## src/rtl/ring_arbiter.sv

```systemverilog
`default_nettype none
// ============================================================================
//  Module      : ring_arbiter
//  Description : Round-robin arbiter for N requesters. A one-hot priority
//                pointer rotates past each winner. The grant is registered
//                and one-hot, and it is held while its owner keeps
//                requesting. It is force-released after MAX_HOLD cycles.
//                Every release is followed by one idle cycle.
//  Revision    : 1.0  initial release
// ============================================================================
module ring_arbiter #(
    parameter int N        = 3,
    parameter int MAX_HOLD = 8,
    localparam int IW      = (N > 1) ? $clog2(N) : 1,
    localparam int HW      = (MAX_HOLD > 0) ? $clog2(MAX_HOLD + 1) : 1
) (
    input  logic          clk,
    input  logic          rst,
    input  logic [N-1:0]  req,
    output logic [N-1:0]  gnt,
    output logic [IW-1:0] gnt_id,
    output logic          busy,
    output logic          timeout
);

    typedef enum logic [0:0] {
        IDLE  = 1'b0,
        GRANT = 1'b1
    } state_t;

    state_t         r_state, w_state;
    logic [N-1:0]   r_ptr, w_ptr;
    logic [HW-1:0]  r_hcnt, w_hcnt;
    logic [N-1:0]   r_gnt, w_gnt;
    logic [IW-1:0]  r_gnt_id, w_gnt_id;
    logic           r_timeout, w_timeout;

    logic           w_found;
    logic [IW-1:0]  w_win;
    logic [N-1:0]   w_win_oh;
    logic           w_owner_req;

    // Winner search: the smallest upward distance from the pointer bit, with wrap.
    always_comb begin
        w_found  = 1'b0;
        w_win    = '0;
        w_win_oh = '0;
        for (int k = 0; k < N; k++) begin
            for (int i = 0; i < N; i++) begin
                if (!w_found && r_ptr[i] && req[(i + k) % N]) begin
                    w_found                = 1'b1;
                    w_win                  = IW'((i + k) % N);
                    w_win_oh[(i + k) % N]  = 1'b1;
                end
            end
        end
    end

    // The owner still requests. The grant is one-hot, so a masked OR is enough.
    assign w_owner_req = |(req & r_gnt);

    // Next-state and next-output logic for the IDLE/GRANT controller.
    always_comb begin
        w_state   = r_state;
        w_ptr     = r_ptr;
        w_hcnt    = r_hcnt;
        w_gnt     = r_gnt;
        w_gnt_id  = r_gnt_id;
        w_timeout = 1'b0;
        case (r_state)
            IDLE: begin
                if (w_found) begin
                    w_state  = GRANT;
                    w_gnt    = w_win_oh;
                    w_gnt_id = w_win;
                    w_hcnt   = HW'(1);
                    // Next priority goes to the neighbour above the winner.
                    w_ptr    = {w_win_oh[N-2:0], w_win_oh[N-1]};
                end
            end
            GRANT: begin
                if (!w_owner_req) begin
                    w_state  = IDLE;
                    w_gnt    = '0;
                    w_gnt_id = '0;
                    w_hcnt   = '0;
                end else if ((MAX_HOLD != 0) && (r_hcnt == HW'(MAX_HOLD))) begin
                    w_state   = IDLE;
                    w_gnt     = '0;
                    w_gnt_id  = '0;
                    w_hcnt    = '0;
                    w_timeout = 1'b1;
                end else if (r_hcnt != '1) begin
                    w_hcnt = r_hcnt + HW'(1);
                end
            end
            default: begin
                w_state  = IDLE;
                w_gnt    = '0;
                w_gnt_id = '0;
                w_hcnt   = '0;
            end
        endcase
    end

    // State and output registers. Reset clears everything at once, without waiting for a clock edge.
    always_ff @(posedge clk or negedge rst) begin
        if (!rst) begin
            r_state   <= IDLE;
            r_ptr     <= N'(1);
            r_hcnt    <= '0;
            r_gnt     <= '0;
            r_gnt_id  <= '0;
            r_timeout <= 1'b0;
        end else begin
            r_state   <= w_state;
            r_ptr     <= w_ptr;
            r_hcnt    <= w_hcnt;
            r_gnt     <= w_gnt;
            r_gnt_id  <= w_gnt_id;
            r_timeout <= w_timeout;
        end
    end

    assign gnt     = r_gnt;
    assign gnt_id  = r_gnt_id;
    assign busy    = |r_gnt;
    assign timeout = r_timeout;

endmodule
`default_nettype wire

```

## config.mk

```make
export PLATFORM = sky130hd
export DESIGN_NAME = ring_arbiter
export DESIGN_NICKNAME = d
export VERILOG_FILES = /design/src/rtl/ring_arbiter.sv
export SDC_FILE = /design/constraint.sdc
export NUM_CORES = 1
export LEC_CHECK = 0
export ABC_AREA = 1
export BUFFER_PORTS_ARGS = -buffer_cell sky130_fd_sc_hd__buf_2
export CORE_ASPECT_RATIO = 0.9
export CORE_MARGIN = 3
export CORE_UTILIZATION = 54
export DETAILED_ROUTE_END_ITERATION = 16
export PLACE_DENSITY = 0.76
export SYNTH_ARGS = -nofsm -noshare
export SYNTH_HDL_FRONTEND = slang
export SYNTH_SLANG_ARGS = --single-unit
```

## constraint.sdc

```tcl
create_clock -name clk -period 1.58 [get_ports clk]
set_input_delay 0.474 -clock clk [delete_from_list [all_inputs] [get_ports clk]]
set_output_delay 0.474 -clock clk [all_outputs]
set_load 0.03 [all_outputs]
```

==> results.toml <==
[worst_hold_path]
min_path_type = "in2async"

[global_route]
grt_pass1_wl_mm = 2.980
grt_pass1_vias = 669
grt_max_degree = 15
grt_overflow = 0
grt_usage_pct = 20.85
antenna_found_initial = 0

[routing]
firstDrtPassIters = 4
vias = 736
dr.first_iter.drc_count = 27
wl_per_cell_um = 12.30
vias_per_cell = 5.333
drc = 0
drt-total-wl_mm = 1.698
ant_nets = 0

[timing]
max_clock_freq_mhz = 597.6
grt_setup_unrepaired = "yes"
setup_viol = 1
final.setup_skew_ns = 0.009744
final.setup.worst_slack_ns = -0.09335
slew_headroom_pct = 78.95
worst_pin_slew_ns = 0.3158
drv_slew = 0
period_share_pct = 105.9
finalCriticalPeriod_ns = 1.673
hold_viol = 0

[yosys]
muxShareOfSynthArea_pct = 0
synth_cell_types = 24
synth.avg_cell_area_um2 = 7.880
synth_simple_gate_area_share_pct = 42.75
synth_compound_area_share_pct = 5.191
netlist_instances = 104
synth_nets = 111
ys_ff_latch = 14
ys_warn_count = 0
yosysSeqAreaShare_pct = 42.90
yosys.area.top_type = "dfrtp_1"
synth_top_family_by_area = "simple AND/OR/NAND/NOR gates"
synth_area_leaders = "dfrtp_1 40%, nand2_1 21%, nand3_1 4.9%, inv_1 4.1%, dfstp_2 3.2%"
synthXorXnorAreaFrac_pct = 1.069
synthAdderAreaFrac_pct = 3.053
synth_top_area_share_pct = 39.69
syn-cell-area_um2 = 819.5

[layout]
n_fill_cell = 93
final-seq-area_um2 = 351.6
final_common_cell = "nand2_1"
fin_area_um2 = 982.2
multi_input_area_um2 = 436.7
final_core_util_pct = 74.34
syn2layout_area_growth_pct = 19.85
layout_common_cells = "45 x nand2_1, 13 x dfrtp_1, 10 x buf_2, 9 x inv_1, 7 x nand3_1"
antenna_cells = 0
final_cells = 138
nets = 132
drive_gt1_share_pct = 27.42

[critical_path]
cp.arrival_ns = 1.20
cp-end-kind = "output port"
start_kind = "register"
critPathKind = "reg2out"
path_max_fanout = 2
cp.required_ns = 1.11

[placed_design]
numPortBuffers = 11
gp_congestion = 0.9030
place_area_um2 = 899.6
placed_cells = 130
hpwl_mm = 1.242

[floorplan]
start_util_pct = 62.03
die_y_um = 42.96
fp-row-count = 12
die-width_um = 47.07
core_area_um2 = 1321
dieArea_um2 = 2022
pin_count = 12

[power]
ir_drop_v = 0.0005571
p_per_area_nw_per_um2 = 650.3
leakagePower_nw = 0.5911
finalPower_w = 0.0006388

[clocking]
clk_path_buf_depth = 2
clk_transition_reported_paths_ns = 0.09
cts_made_buffers = 3
cts_tree = "built"
root_buffer = "clkbuf_4"
cts.sinks = 14
hold_buffers = 0
htreeDepth = 1
insertion_delay_ns = 0.29

[status]
outcome = "finished with violations"
failed_checks = "negative setup slack"

[job]
drv_cap = 0
## registers in the layout (all words and copies together), names as in the netlist
register / count
r_hcnt: 4
gnt: 3
r_ptr: 3
gnt_id: 2
r_state: 1
timeout: 1
## routing by layer
metal  share of wire (%)  up-vias  wire length (um)  global-route usage (%)
met2                  45       21               767                   28.73
met1                  49      343               824                   31.48
met4                0.59        0                10                   3.315
met5                   0        -                 0                       0
met3                 5.6        2                95                   7.627
li1                    -      370                 -                       -
## final timing paths
check / slack, ns / endpoint / from / depth (start not counted)
max: -0.09 / busy / gnt[1] / 2
min in group clk: 0.48 / gnt_id[0] / gnt_id[0] / 2
max reg2reg: 0.16 / gnt[2] / r_ptr[0] / 8
min: 0.06 / r_ptr[1] / rst / 1
max in group asynchronous: 1.24 / r_ptr[0] / rst / 1
min reg2reg: 0.48 / gnt_id[0] / gnt_id[0] / 2
## layout make-up
type	instances	area share, %
inverter	11	4.204
sequential	14	35.80
multi-input combinational	79	44.46
timing repair buffer	16	10.06
tap	14	1.783
clock buffer	4	3.694
## cells by family after synthesis
logic type | count (synthesis)
XOR/XNOR | 1
adder cells (fa/ha/maj) | 2
buffers and inverters | 11
flip-flops | 14
AO/OA/AOI/OAI | 6
AND/OR/NAND/NOR | 70
## power by group
part	total, W	switching (W)	internal [W]
Clock	0.000264	0.000123	0.000141
Combinational	0.0000170	0.0000128	0.00000419
Sequential	0.000358	0	0.000358
## what timing repair did
item                       CTS  global route
setup buffers                2             2
pin swaps                    0             1
hold endpoints to repair     0             0
setup endpoints to repair    1             1
gates resized for setup      2             2
## cells in the mapped netlist (all sizes together)
master / instances
nand2: 49
dfrtp: 13
inv: 11
nand3: 10
nor2: 5
o21ai: 4
ha: 2
nand4: 2
or3: 2
a21oi: 1
a31oi: 1
dfstp: 1
nand3b: 1
nor3: 1
xor2: 1
## critical path, cell delays in order (launching register included)
cell     delay, ns
dfrtp_1       0.38
or3_4         0.39
buf_6         0.15
## per-stage QoR
stage | worst slack (ns) | hold WS [ns] | TNS, ns
floorplan | 0.07176 | 0.1784 | 0
global placement | 0.09444 | 0.3866 | 0
detailed placement | 0.06109 | 0.3876 | 0
CTS | -0.08646 | 0.07576 | -0.08646
global route | -0.1300 | 0.07016 | -0.2078
finish | -0.09335 | 0.05629 | -0.09335
No activity file was read; power rests on OpenSTA's default activity.
